[src/rtl/imem_loader.sv]
// rtl/imem_loader.sv - byte-stream program loader for IMem; holds the CPU in reset until a clean load.
// Optional trailing XOR check byte enabled by defining IMEM_LOADER_CHECKSUM_EN.
module imem_loader #(
    parameter int unsigned ADDR_WIDTH = 16,
    parameter int unsigned MAX_WORDS  = 1024,
    parameter int unsigned BASE_ADDR  = 0
) (
    input  logic                  clk,
    input  logic                  reset,
    input  logic                  load_req,
    input  logic                  byte_valid,
    input  logic [7:0]            byte_data,
    output logic                  byte_ready,
    output logic                  mem_we,
    output logic [ADDR_WIDTH-1:0] mem_addr,
    output logic [31:0]           mem_wdata,
    output logic                  cpu_reset,
    output logic                  load_done,
    output logic                  load_error,
    output logic [15:0]           words_loaded
);

    localparam logic [ADDR_WIDTH-1:0] BASE = ADDR_WIDTH'(BASE_ADDR);

    typedef enum logic [2:0] {
        IDLE,
        HDR_HI,
        HDR_LO,
        DATA,
        WR_LAST,
`ifdef IMEM_LOADER_CHECKSUM_EN
        CHK,
`endif
        DONE,
        ERR
    } state_t;

    state_t      state_q, state_d;
    logic [7:0]  cnt_hi_q, cnt_hi_d;
    logic [15:0] count_q, count_d;
    logic [23:0] shift_q, shift_d;
    logic [1:0]  bcnt_q, bcnt_d;
    logic [7:0]  csum_q, csum_d;
    logic [31:0] wdata_q, wdata_d;
    logic        we_q, we_d;
    logic [15:0] words_q, words_d;
    logic        accept;

    always_ff @(posedge clk or negedge reset) begin
        if (!reset) begin
            state_q  <= IDLE;
            cnt_hi_q <= '0;
            count_q  <= '0;
            shift_q  <= '0;
            bcnt_q   <= '0;
            csum_q   <= '0;
            wdata_q  <= '0;
            we_q     <= 1'b0;
            words_q  <= '0;
        end else begin
            state_q  <= state_d;
            cnt_hi_q <= cnt_hi_d;
            count_q  <= count_d;
            shift_q  <= shift_d;
            bcnt_q   <= bcnt_d;
            csum_q   <= csum_d;
            wdata_q  <= wdata_d;
            we_q     <= we_d;
            words_q  <= words_d;
        end
    end

    always_comb begin
        state_d    = state_q;
        cnt_hi_d   = cnt_hi_q;
        count_d    = count_q;
        shift_d    = shift_q;
        bcnt_d     = bcnt_q;
        csum_d     = csum_q;
        wdata_d    = wdata_q;
        we_d       = 1'b0;
        // The word count trails the write strobe by one cycle so mem_addr shows the pre-increment index.
        words_d    = words_q + {15'd0, we_q};
        byte_ready = 1'b0;
        accept     = 1'b0;

        case (state_q)
            IDLE: state_d = HDR_HI;
            HDR_HI: begin
                byte_ready = 1'b1;
                accept     = byte_valid;
                if (accept) begin
                    cnt_hi_d = byte_data;
                    csum_d   = csum_q ^ byte_data;
                    state_d  = HDR_LO;
                end
            end
            HDR_LO: begin
                byte_ready = 1'b1;
                accept     = byte_valid;
                if (accept) begin
                    count_d = {cnt_hi_q, byte_data};
                    csum_d  = csum_q ^ byte_data;
                    if ({cnt_hi_q, byte_data} == 16'd0) begin
`ifdef IMEM_LOADER_CHECKSUM_EN
                        state_d = CHK;
`else
                        state_d = DONE;
`endif
                    end else if (32'({cnt_hi_q, byte_data}) > 32'(MAX_WORDS)) begin
                        state_d = ERR;
                    end else begin
                        state_d = DATA;
                    end
                end
            end
            DATA: begin
                byte_ready = 1'b1;
                accept     = byte_valid;
                if (accept) begin
                    csum_d  = csum_q ^ byte_data;
                    bcnt_d  = bcnt_q + 2'd1;
                    shift_d = {shift_q[15:0], byte_data};
                    if (bcnt_q == 2'd3) begin
                        wdata_d = {shift_q, byte_data};
                        we_d    = 1'b1;
                        // A 4th byte is never within 3 cycles of the previous write, so words_q is settled here.
                        if (words_q + 16'd1 == count_q) begin
`ifdef IMEM_LOADER_CHECKSUM_EN
                            state_d = CHK;
`else
                            state_d = WR_LAST;
`endif
                        end
                    end
                end
            end
            WR_LAST: state_d = DONE;
`ifdef IMEM_LOADER_CHECKSUM_EN
            CHK: begin
                byte_ready = 1'b1;
                accept     = byte_valid;
                if (accept) begin
                    state_d = (byte_data == csum_q) ? DONE : ERR;
                end
            end
`endif
            DONE, ERR: begin
                if (load_req) begin
                    state_d = HDR_HI;
                    words_d = '0;
                    bcnt_d  = '0;
                    csum_d  = '0;
                end
            end
            default: state_d = IDLE;
        endcase
    end

    assign mem_we       = we_q;
    assign mem_addr     = BASE + ADDR_WIDTH'(words_q);
    assign mem_wdata    = wdata_q;
    assign cpu_reset    = (state_q != DONE);
    assign load_done    = (state_q == DONE);
    assign load_error   = (state_q == ERR);
    assign words_loaded = words_q;

endmodule

[config.mk]
export PLATFORM = sky130hd
export DESIGN_NAME = imem_loader
export DESIGN_NICKNAME = d
export VERILOG_FILES = /design/src/rtl/imem_loader.sv
export SDC_FILE = /design/constraint.sdc
export NUM_CORES = 1
export LEC_CHECK = 0
export CAP_MARGIN = 20
export CORE_UTILIZATION = 55
export CTS_BUF_LIST = sky130_fd_sc_hd__clkbuf_4
export DETAILED_ROUTE_END_ITERATION = 10
export GPL_TIMING_DRIVEN = 0
export HOLD_SLACK_MARGIN = 0.03
export PLACE_DENSITY = 0.82
export SLEW_MARGIN = 10
export SYNTH_ARGS = -nofsm -noshare
export SYNTH_HDL_FRONTEND = slang
export SYNTH_SLANG_ARGS = --single-unit
[constraint.sdc]
create_clock -name clk -period 2.3 [get_ports clk]
set_clock_uncertainty 0.1 [all_clocks]
set_input_delay 0.575 -clock clk [delete_from_list [all_inputs] [get_ports clk]]
set_output_delay 0.575 -clock clk [all_outputs]
set_load 0.03 [all_outputs]
# Yosys cells after proc, flatten, opt, wreduce, memory -nomap -nowiden
# Cells that the tools add are included.
# classes
add_sub_neg,3
mul,0
n_div,0
n_lt_le_gt_ge,1
eq_ne,15
n_shift,0
n_mux,18
n_bitwise,0
reduce_logical,11
# ops
op,n
$mux 16,2
$mux 3,8
$pmux 3 s6,1
$add 16x1->16,1
$add 16x1->16 const B,1
$eq 16x16->1,1
$gt 16x11->1 const B,1
$logic_not 16->1,1
$ne 2x2->1 const B,6
$eq 3x3->1 const B,3
$eq 3x2->1 const B,2
$reduce_and 2->1,3
$reduce_and 3->1,2
$reduce_and 6->1,1
$mux 1,4
$mux 2,2
$pmux 2 s2,1
$eq 3x1->1 const B,1
$logic_not 3->1,1
$ne 3x3->1 const B,1
$reduce_or 3->1,1
$add 2x1->2 const B,1
$eq 2x2->1 const B,1
$reduce_bool 2->1,1
$reduce_or 2->1,1
# word_totals
register_bits,102
latch_bits,0
ram_bits,0
mem_bits_ro,0
inputBits,12
out_inout_bits,69
elab_cells,56
n_memories,0

# Logic depth before layout (Yosys ltp)
# Gate-level depths: netlist (run 1).
# logic_depth
ltp_word,6
mapped_depth,7
mapped_depth_nobuf,7

# Worst setup path before layout (run 1)
# OpenSTA, ideal clock, no wires.
# synth_timing
kind,flip-flop to flip-flop
startpoint,"reg words_q[0], in the netlist words_loaded[0]"
endpoint,reg state_q[2]
setup_ps,126
arrival_ps,1918
required_ps,2074
setup_slack_ps,156
stages_incl_launch_ff,8
n_path_buf,0
synth_period_minus_slack_ps,2144
path_cell_list,dfrtp_1 ha_1 a22o_1 nand2_1 o31ai_1 o31ai_1 o2111a_1 a221o_1
# synth_via
elab_chain_cells,4
# synth_rtl
item,line,source
"start, declared",46,"logic [15:0] words_q, words_d;"
"start signal, assigned",69,words_q <= words_d;
$add 16x1->16,128,if (words_q + 16'd1 == count_q) begin
$eq 16x16->1,128,
$ne 2x2->1 (no line),-,
$reduce_and 6->1 (no line),-,
"end signal, assigned",61,state_q <= state_d;
"end, declared",38,"state_t state_q, state_d;"
# No other way between the ends.
# A chain may end at the register's enable or synchronous reset.

# Worst setup path in the final report (run 1)
# layout_timing
startpoint,"reg wdata_q[14], in the netlist mem_wdata[14]"
endpoint,out mem_wdata[14]
# layout_lines
item,line,source
"start, declared",44,"logic [31:0] wdata_q, wdata_d;"
"start signal, assigned",67,wdata_q <= wdata_d;
"end, declared",16,"output logic [31:0] mem_wdata,"
# No word-level cell between the ends.

==> metrics.md, run 1 <==
| Metric | Value |
|---|---|
| Status | `complete, no violations` |
| Clock tree buffer depth | `2` |
| Area Overhead vs Synth | `23.0%` |
| Async set or reset register ratio after synthesis | `100%` |
| Final Slew Violations | `0` |
| TritonCTS clock tree | `done` |
| CP max stage delay | `0.68 ns` |
| DRC Markers | `0` |
| GRT Total Usage | `25.0%` |
| R2R Setup Slk | `0.11 ns` |
| Largest net degree at the start of global routing | `60` |
| DRT iter0 DRCs | `206` |
| Area fraction of the dominant cell type after synthesis | `52.2%` |
| Area leader, netlist | `dfrtp_1` |
| Synth Area in Compound Gates | `5.04%` |
| Largest fanout on the critical path | `2` |
| ANT cells | `0` |
| Gpl congestion | `0.863` |
| DRT Pass-1 Iters | `4` |
| H-tree lvl count | `3` |
| Register Area | `2560 um^2` |
| Core region area | `8680 um^2` |
| WHS | `0.0657 ns` |
| Worst EP arrival | `1.54 ns` |
| WL final | `10800 um` |
| Most common cell after layout, fill and taps aside | `dfrtp_1` |
| WP data required | `1.62 ns` |
| DR vias | `3634` |
| Crit-path cells | `clkdlybuf4s50_1` |
| Io pins | `81` |
| R2R depth | `7` |
| Initial Utilization | `56.3%` |
| Setup CP Type | `reg -> out` |
| Layout cells sized above 1 | `22.9%` |
| Largest family of logic cells by synthesized area | `simple AND/OR/NAND/NOR gates` |
| Vias per inst | `5.57` |
| Initial antenna violation count | `0` |
| Post-synth cell types | `59` |
| Routed len/inst | `16.5 um` |
| Yosys reg bits | `102` |
| Hold Path Class | `in -> async` |
| CP top delay family | `buffers and inverters` |
| Root cell of the clock tree | `clkbuf_4` |
| Syn Area/Cell | `10.9 um^2` |
| Multi-input gate area | `2070 um^2` |
| Chip Width | `96.3 um` |
| P_leak | `0.00292 uW` |
| CTS clk-pin slew, worst paths | `0.17 ns` |
| Sequential fraction of the synthesis area | `52.2%` |
| Post-route antenna net violation count | `0` |
| Post-synth net total | `464` |
| Synth top area cells | `dfrtp_1 52%, mux2_2 11%, nand2_1 6.8%, buf_4 3.8%, xnor2_1 3.8%` |
| Tmin final | `2.22 ns` |
| # setup viols final | `0` |
| Critical Path End Type | `output port` |
| Yosys synthesis warning count | `0` |
| Fmax | `0.451 GHz` |
| Hpwl dp | `7760 um` |
| Synth Flop Type | `dfrtp_1` |
| First-pass GRT wire length | `17200 um` |
| R2r startpoint | `words_loaded[1]` |
| Slowest cell on crit path | `clkdlybuf4s50_1` |
| Post-Synth XOR/XNOR Area | `5.71%` |
| Worst skew pair latency | `0.46 ns` |
| Count of max-cap constraint violations | `0` |
| Total CTS buffers | `9` |
| Number of global-route vias before repair | `3439` |
| Reg2reg end | `state_q[2]` |
| Fillers | `688` |
| GRT overflow | `0` |
| Port buffer count | `80` |
| Row count | `34` |
| Syn Inst Count | `448` |
| VDD IR max | `0.868 mV` |
| Post-route setup TNS | `0 ns` |
| Simple-gate area share of the yosys netlist | `17.3%` |
| Clock Sinks | `102` |
| Startpoint types | `flip-flop` |
| Least-Margin Pin Slew | `0.750 ns` |
| PwrDens | `1390 nW/um^2` |
| Final layout net count | `556` |
| Die span in y | `96.3 um` |
| Tcrit/Tclk final | `96.5%` |
| Most frequent cells in the layout | `93 x dfrtp_1, 88 x nand2_1, 49 x mux2_2, 49 x clkdlybuf4s50_1` |
| Die area | `9270 um^2` |
| Post-synth EDFFs | `0` |
| Slew HR | `50.0%` |
| Worst path bufs/invs | `1` |
| Final hold viol count | `0` |
| Adder-Cell Fraction of Synth Area | `1.23%` |
| Mux contribution to synthesized area | `12.7%` |
| Post-Syn Area | `4890 um^2` |
## state kept, by name, indices dropped and copies added, names as in the netlist
register and cells:
cnt_hi_q 8, words_loaded 16, count_q 16, mem_we 1
bcnt_q 2, state_q 3, shift_q 24, mem_wdata 32
## timing repair
action / CTS / global route
endpoints found under the setup margin: 28 / 11
resized for setup: 41 / 15
hold buffers: 0 / 0
setup buffers: 0 / 0
## cells in the mapped netlist, drive strengths merged, types with 2 or more instances
master,n
inv,6
nor2b,7
buf,33
and3,4
xnor2,21
a22o,2
nand4,4
ha,4
or3,3
dfrtp,102
nor4,6
o31ai,4
a21oi,5
mux2,55
nor3,5
o211ai,3
o21ai,7
nand2b,5
nand3b,2
xor2,10
a32oi,2
nor3b,3
nand2,90
nand3,13
clkbuf,4
and3b,2
nor2,27
## final cells by class
cell class	count	share of cell area, %
buffer	37	4.33
clock buffer	9	1.12
clock inverter	7	1.89
inverter	6	0.375
multi-input combinational	303	34.4
sequential	102	42.6
tap	108	2.25
timing repair buffer	81	13.0
## power by group
group	total [uW]	internal [uW]	switching, uW
combinational	4040	1840	2200
sequential	3230	2550	679
clock	1110	468	644
## worst register-to-register path: stages (launching register included)
cell and delay (ns):
dfrtp_2 0.47, ha_1 0.32, a22o_1 0.19, nand2_1 0.06, o31ai_1 0.23, o31ai_1 0.11, o2111a_1 0.29, a221o_1 0.33
## stage by stage
step / std cells / power, uW / instance area, um^2 / setup slack, ns / utilization [%]
floorplan: 448 / 5870 / 4890 / 0.156 / -
global placement: 636 / 7210 / 5820 / -3.08 / 67.1
detailed placement: 637 / 7390 / 5840 / -0.428 / 67.3
CTS: 653 / 8400 / 6000 / 0.000828 / 69.1
global route: 653 / 8870 / 6010 / -0.0268 / 69.3
finish: 653 / 8380 / 6010 / 0.0807 / 69.3
## routing by layer
metal | vias to the layer above | wire, um | global-route usage [%]
li1 | 1696 | - | -
met1 | 1807 | 4830 | 32.8
met2 | 111 | 5220 | 41.0
met3 | 20 | 471 | 3.32
met4 | 0 | 265 | 11.6
met5 | - | 0 | 0
## kinds of logic after synthesis
kind of cell / after synthesis
DFF: 102
adders and majority gates: 5
muxes: 55
and+or+nand+nor: 178
xor gates and xnor gates: 31
AOI/OAI and AO/OA: 34
buffers and inverters: 43
## worst max-delay path by stage
stage	startpoint	endpoint	cells past startpoint	slack (ns)
after floorplan	words_loaded[0]	state_q[2]	7	0.16
after global placement	reset	mem_wdata[7]	1	-3.08
after detailed placement	byte_data[5]	state_q[1]	7	-0.43
after CTS	words_loaded[6]	mem_addr[6]	1	0.0008
after global routing	byte_data[7]	state_q[1]	7	-0.03
final	mem_wdata[14]	mem_wdata[14]	1	0.08
Power figures use the tool's default switching activity.
==> inputs of run 2 (changes only) <==
- ABC_AREA: not set -> 1
- CORE_MARGIN: not set -> 5
==> metrics.md, run 2 <==
| Metric | Value |
|---|---|
| Status | `complete, no violations (unchanged)` |
| CP max stage delay | `0.70 ns (was 0.68 ns)` |
| Io pins | `81 (unchanged)` |
| GRT Total Usage | `22.0% (was 25.0%)` |
| CP top delay family | `buffers and inverters (unchanged)` |
| Fillers | `718 (was 688)` |
| Worst skew pair latency | `0.45 ns (was 0.46 ns)` |
| Met1 Use GR | `30.1% (was 32.8%)` |
| Tcrit/Tclk final | `98.0% (was 96.5%)` |
| Synth top area cells | `dfrtp_1 51%, nand2_1 12%, o21ai_0 6.9%, inv_1 6.3%, nor2_1 2.9% (was dfrtp_1 52%, mux2_2 11%, nand2_1 6.8%, buf_4 3.8%, xnor2_1 3.8%)` |
| Core region area | `8760 um^2 (was 8680 um^2)` |
| Number of global-route vias before repair | `4161 (was 3439)` |
| Multi-input gate area | `1890 um^2 (was 2070 um^2)` |
| Post-Syn Area | `4960 um^2 (was 4890 um^2)` |
| Worst EP arrival | `1.58 ns (was 1.54 ns)` |
| Top-count cell post-synth | `nand2_1 (was dfrtp_1)` |
| Hold Path Class | `in -> async (unchanged)` |
| # setup viols final | `0 (unchanged)` |
| Vias per inst | `5.20 (was 5.57)` |
| Fmax | `0.443 GHz (was 0.451 GHz)` |
| Post-synth cell types | `32 (was 59)` |
| Count of max-cap constraint violations | `0 (unchanged)` |
| RSZ-0062 raised after global routing | `false` |
| Layout cells sized above 1 | `11.6% (was 22.9%)` |
| Synth Flop Type | `dfrtp_1 (unchanged)` |
| Critical Path End Type | `output port (unchanged)` |
| DRT Pass-1 Iters | `5 (was 4)` |
| Met2 global-route usage | `36.1% (was 41.0%)` |
| Clock Sinks | `102 (unchanged)` |
| Chip Width | `105 um (was 96.3 um)` |
| Most frequent cells in the layout | `158 x nand2_1, 96 x dfrtp_1, 83 x inv_1 (was 93 x dfrtp_1, 88 x nand2_1, 49 x mux2_2, 49 x clkdlybuf4s50_1)` |
| Routed len/inst | `14.7 um (was 16.5 um)` |
| Total CTS buffers | `9 (unchanged)` |
| Worst path bufs/invs | `1 (unchanged)` |
| DR vias | `4221 (was 3634)` |
| Met3 usage | `3.58% (was 3.32%)` |
| CTS clk-pin slew, worst paths | `0.18 ns (was 0.17 ns)` |
| Placed Cells | `795 (was 637)` |
| Post-synth EDFFs | `0 (unchanged)` |
| R2r startpoint | `words_loaded[0] (was words_loaded[1])` |
| Slew HR | `50.1% (was 50.0%)` |
| First-pass GRT wire length | `20000 um (was 17200 um)` |
| Grt peak-use layer | `met2 (unchanged)` |
| GRT overflow | `0 (unchanged)` |
| Syn Inst Count | `606 (was 448)` |
| Crit-path cells | `clkdlybuf4s50_1 (unchanged)` |
| Syn Area/Cell | `8.19 um^2 (was 10.9 um^2)` |
| PwrDens | `1100 nW/um^2 (was 1390 nW/um^2)` |
| Finished Layout Cells | `812 (was 653)` |
| Worst Setup SP | `words_loaded[7] (was mem_wdata[14])` |
| Area fraction of the dominant cell type after synthesis | `51.4% (was 52.2%)` |
| Sequential fraction of the synthesis area | `51.4% (was 52.2%)` |
| Row count | `34 (unchanged)` |
| Area leader, netlist | `dfrtp_1 (unchanged)` |
| Setup CP Type | `reg -> out (unchanged)` |
| Largest fanout on the critical path | `6 (was 2)` |
| Final hold viol count | `0 (unchanged)` |
| Post-route antenna net violation count | `0 (unchanged)` |
| Yosys synthesis warning count | `0 (unchanged)` |
| ANT cells | `0 (unchanged)` |
| Yosys reg bits | `102 (unchanged)` |
| Port buffer count | `80 (unchanged)` |
| Most instantiated cells after synthesis | `158 x nand2_1, 102 x dfrtp_1, 83 x inv_1 (was 102 x dfrtp_1, 88 x nand2_1, 49 x mux2_2)` |
| Least-Margin Pin Slew | `0.749 ns (was 0.750 ns)` |
| Initial Utilization | `56.7% (was 56.3%)` |
| DRC Markers | `0 (unchanged)` |
| Die area | `11000 um^2 (was 9270 um^2)` |
| Initial antenna violation count | `0 (unchanged)` |
| Tmin final | `2.26 ns (was 2.22 ns)` |
| WL final | `11900 um (was 10800 um)` |
| Post-DP Area | `5920 um^2 (was 5840 um^2)` |
| Startpoint types | `flip-flop (unchanged)` |
| Clock tree buffer depth | `2 (unchanged)` |
| Cell area after layout | `6060 um^2 (was 6010 um^2)` |
| H-tree lvl count | `3 (unchanged)` |
| Async set or reset register ratio after synthesis | `100% (unchanged)` |
| Hpwl dp | `9080 um (was 7760 um)` |
| Largest net degree at the start of global routing | `60 (unchanged)` |
| Post-synth net total | `622 (was 464)` |
| Root cell of the clock tree | `clkbuf_4 (unchanged)` |
| Die span in y | `105 um (was 96.3 um)` |
| TritonCTS clock tree | `done (unchanged)` |
| VDD IR max | `0.567 mV (was 0.868 mV)` |
| DRT iter0 DRCs | `208 (was 206)` |
| Most common cell after layout, fill and taps aside | `nand2_1 (was dfrtp_1)` |
| P_leak | `0.00304 uW (was 0.00292 uW)` |
| Final Slew Violations | `0 (unchanged)` |
| Area Overhead vs Synth | `22.1% (was 23.0%)` |
| Gpl congestion | `0.891 (was 0.863)` |
| Post-Route Utilization | `69.2% (was 69.3%)` |
| Register Area | `2560 um^2 (about the same)` |
| Slowest cell on crit path | `clkdlybuf4s50_1 (unchanged)` |
| Final layout net count | `715 (was 556)` |
| Largest register FFs | `32 (unchanged)` |
| WP data required | `1.62 ns (about the same)` |
[run 2: cell count changes after synthesis, sizes merged, moves of 9 or more]
cell and delta:
inv +78, o21ai +78, nand2 +74, mux2 -52, nor2 +26, nand3 +18, xnor2 -13, a21oi +9
buf -9
[run 2: stage by stage]
step	setup WS [ns]	TNS, ns	hold slack [ns]	total power (uW)
final	0.0449	0	0.0490	6650
after global routing	0.00188	0	0.117	7100
after CTS	0.00101	0	0.0795	6690
after detailed placement	-0.130	-2.46	0.373	5730
after global placement	-3.07	-313.76	0.368	5610
after floorplan	0.235	0	0.179	4690
[run 2: path summary, 6_finish.rpt]
check,end,slack (ns),cells after the start
worst max-delay path,mem_addr[7],0.04,1
worst min-delay path,mem_wdata[28],0.05,1
worst max register to register,state_q[1],0.23,12
worst min register to register,mem_wdata[31],0.41,2
max in group asynchronous,mem_wdata[14],1.32,2
min in group clk,mem_wdata[31],0.41,2
[run 2: area by class of cell]
| type | count | area share, % |
|---|---|---|
| Timing Repair Buffer | 82 | 13.0 |
| Inverter | 85 | 5.35 |
| Multi-Input combinational cell | 385 | 31.1 |
| Clock buffer | 9 | 1.11 |
| Buffer | 34 | 3.34 |
| Sequential cell | 102 | 42.2 |
| Tap cell | 108 | 2.23 |
| Clock inverter | 7 | 1.63 |
[run 2: power by group]
group / internal (uW) / total (uW) / switching, uW
logic: 1060 / 2730 / 1660
registers: 2410 / 2900 / 492
clock network: 365 / 1030 / 664
[run 2: cell families after synthesis]
group | count (synthesis) | share of synthesized area (%)
and+or+nand+nor | 259 | 22.7
buffers and inverters | 119 | 10.6
AOI/OAI and AO/OA | 107 | 11.5
DFF | 102 | 51.4
xor gates and xnor gates | 12 | 2.12
adders and majority gates | 4 | 1.01
muxes | 3 | 0.680
[run 2: repair_timing]
item,CTS,global route
endpoints found under the setup margin,30,9
pin swaps,0,0
gates cloned,0,0
hold buffers,0,0
gates resized for setup,40,13
buffers inserted,1,0
[run 2: metal layers]
layer  vias to the layer above  wire (um)  part of all wire (%)
met1                      1998       5450                    46
met5                         -          0                     0
met4                         0        233                   2.0
met2                       124       5640                    47
li1                       2076          -                     -
met3                        23        588                   4.9
==> inputs of run 3 (changes only) <==
- ABC_AREA: 1 -> not set
==> metrics.md, run 3 (synthesis results as in run 1) <==
| Metric | Value |
|---|---|
| Tcrit/Tclk final | `99.3% (was 98.0%)` |
| Status | `complete, no violations (unchanged)` |
| Placed Cells | `637 (was 795)` |
| Final Slew Violations | `0 (unchanged)` |
| PwrDens | `1360 nW/um^2 (was 1100 nW/um^2)` |
| Post-route antenna net violation count | `0 (unchanged)` |
| Least-Margin Pin Slew | `0.794 ns (was 0.749 ns)` |
| Tmin final | `2.29 ns (was 2.26 ns)` |
| R2r startpoint | `words_loaded[8] (was words_loaded[0])` |
| Tot Pwr | `8190 uW (was 6650 uW)` |
| Largest fanout on the critical path | `5 (was 6)` |
| Initial antenna violation count | `0 (unchanged)` |
| Initial Utilization | `56.3% (was 56.7%)` |
| Crit-path cells | `clkdlybuf4s50_1, nor4_2, nand3_2, nor4_2, o31ai_1, nor4b_1, a2bb2oi_1 (was clkdlybuf4s50_1)` |
| R2R Setup Slk | `0.13 ns (was 0.23 ns)` |
| Hpwl dp | `7970 um (was 9080 um)` |
| Setup CP Type | `in -> reg (was reg -> out)` |
| WP data required | `2.52 ns (was 1.62 ns)` |
| Number of global-route vias before repair | `3901 (was 4161)` |
| Hold Path Class | `in -> async (unchanged)` |
| Largest net degree at the start of global routing | `65 (was 60)` |
| CTS clk-pin slew, worst paths | `0.18 ns (about the same)` |
| TritonCTS clock tree | `done (unchanged)` |
| GRT overflow | `0 (unchanged)` |
| Total CTS buffers | `9 (unchanged)` |
| Row count | `34 (unchanged)` |
| Die area | `10900 um^2 (was 11000 um^2)` |
| Fmax | `0.438 GHz (was 0.443 GHz)` |
| Routed len/inst | `16.7 um (was 14.7 um)` |
| Most frequent cells in the layout | `94 x dfrtp_1, 88 x nand2_1, 49 x mux2_2 (was 158 x nand2_1, 96 x dfrtp_1, 83 x inv_1)` |
| Post-route setup TNS | `0 ns (unchanged)` |
| Clock Sinks | `102 (unchanged)` |
| Critical path endpoint | `state_q[1] (was mem_addr[7])` |
| Area Overhead vs Synth | `23.2% (was 22.1%)` |
| Worst EP arrival | `2.51 ns (was 1.58 ns)` |
| Slowest cell on crit path | `clkdlybuf4s50_1 (unchanged)` |
| Slew HR | `47.1% (was 50.1%)` |
| Port buffer count | `80 (unchanged)` |
| Reg2reg end | `state_q[2] (was state_q[1])` |
| First-pass GRT wire length | `19100 um (was 20000 um)` |
| Clock tree buffer depth | `2 (unchanged)` |
| Io pins | `81 (unchanged)` |
| P_leak | `0.00292 uW (was 0.00304 uW)` |
| ANT cells | `0 (unchanged)` |
| Gpl congestion | `0.876 (was 0.891)` |
| Vias per inst | `5.52 (was 5.20)` |
| Critical Path End Type | `flip-flop (was output port)` |
| Startpoint types | `input port (was flip-flop)` |
| Worst skew pair latency | `0.45 ns (about the same)` |
| Chip Width | `104 um (was 105 um)` |
| DRT iter0 DRCs | `310 (was 208)` |
| Die span in y | `104 um (was 105 um)` |
| Largest register FFs | `32 (unchanged)` |
| VDD IR max | `0.778 mV (was 0.567 mV)` |
| GRT Total Usage | `21.1% (was 22.0%)` |
| Core region area | `8680 um^2 (was 8760 um^2)` |
| Post-Route Utilization | `69.4% (was 69.2%)` |
| DRC Markers | `0 (unchanged)` |
| WL final | `10900 um (was 11900 um)` |
| # setup viols final | `0 (unchanged)` |
| H-tree lvl count | `3 (unchanged)` |
| Root cell of the clock tree | `clkbuf_4 (unchanged)` |
| DR vias | `3608 (was 4221)` |
| Count of max-cap constraint violations | `0 (unchanged)` |
| Finished Layout Cells | `654 (was 812)` |
| Post-CTS Hold Fix Bufs | `0 (unchanged)` |
| DRT Pass-1 Iters | `4 (was 5)` |
| Post-DP Area | `5840 um^2 (was 5920 um^2)` |
| Final hold viol count | `0 (unchanged)` |
| Most common cell after layout, fill and taps aside | `dfrtp_1 (was nand2_1)` |
| CP max stage delay | `0.57 ns (was 0.70 ns)` |
| Most used cell, CP | `nor4_2` |
| Final layout net count | `557 (was 715)` |
| Worst Setup SP | `byte_data[2] (was words_loaded[7])` |
| Layout cells sized above 1 | `24.0% (was 11.6%)` |
| Cell area after layout | `6020 um^2 (was 6060 um^2)` |
| R2R depth | `7 (was 12)` |
[run 3: changes by cell type in the layout (fill, tap and decap cells not counted), sizes merged, moves of 8 or more]
cell	change
inv	-79
o21ai	-78
nand2	-74
mux2	+52
nor2	-26
nand3	-18
xnor2	+13
a21oi	-9
buf	+8
[run 3: report_power, final]
part | internal, uW | switching, uW
clock | 247 | 642
combinational | 1860 | 2220
sequential | 2550 | 664
total | 4660 | 3530
[run 3: critical path, delay by kind of cell]
family / cells / cell delay [ns]
compound gates: 2 / 0.24
simple gates: 4 / 1.12
buf+inv: 1 / 0.57
[run 3: final cells by class]
| type | instances | area [um^2] |
|---|---|---|
| buffer | 37 | 260 |
| clock inverter | 7 | 68.8 |
| clock buffer | 9 | 67.6 |
| fill | 683 | 2660 |
| tap | 108 | 135 |
| multi-input combinational | 303 | 2110 |
| inverter | 6 | 22.5 |
| timing repair buffer | 82 | 792 |
| sequential | 102 | 2560 |
[run 3: repair_timing]
| item | CTS | global route |
|---|---|---|
| resized for setup | 41 | 25 |
| pin swaps | 0 | 4 |
| cloned | 0 | 0 |
| endpoints found under the setup margin | 28 | 10 |
| buffers inserted | 0 | 1 |
[run 3: metrics by stage]
step	setup WS, ns	hold WS [ns]
6_report	0.0150	0.0899
4_1_cts	0.00465	0.113
5_1_grt	-0.0248	0.151
3_3_place_gp	-3.09	0.357
2_1_floorplan	0.156	0.179
3_5_place_dp	-0.450	0.367
[run 3: worst min-delay path by stage]
stage / to / slack, ns / cells after the start
final: mem_wdata[18] / 0.09 / 1
after global routing: shift_q[9] / 0.15 / 1
after CTS: shift_q[9] / 0.11 / 1
after detailed placement: shift_q[21] / 0.37 / 2
after global placement: shift_q[23] / 0.36 / 2
after floorplan: bcnt_q[0] / 0.18 / 0
[run 3: metal layers]
metal,vias to the layer above,GRT usage (%),part of all wire [%]
li1,1693,-,-
met1,1774,27.7,43
met2,119,34.8,49
met3,22,4.16,5.5
met4,0,7.59,2.2
met5,-,0,0
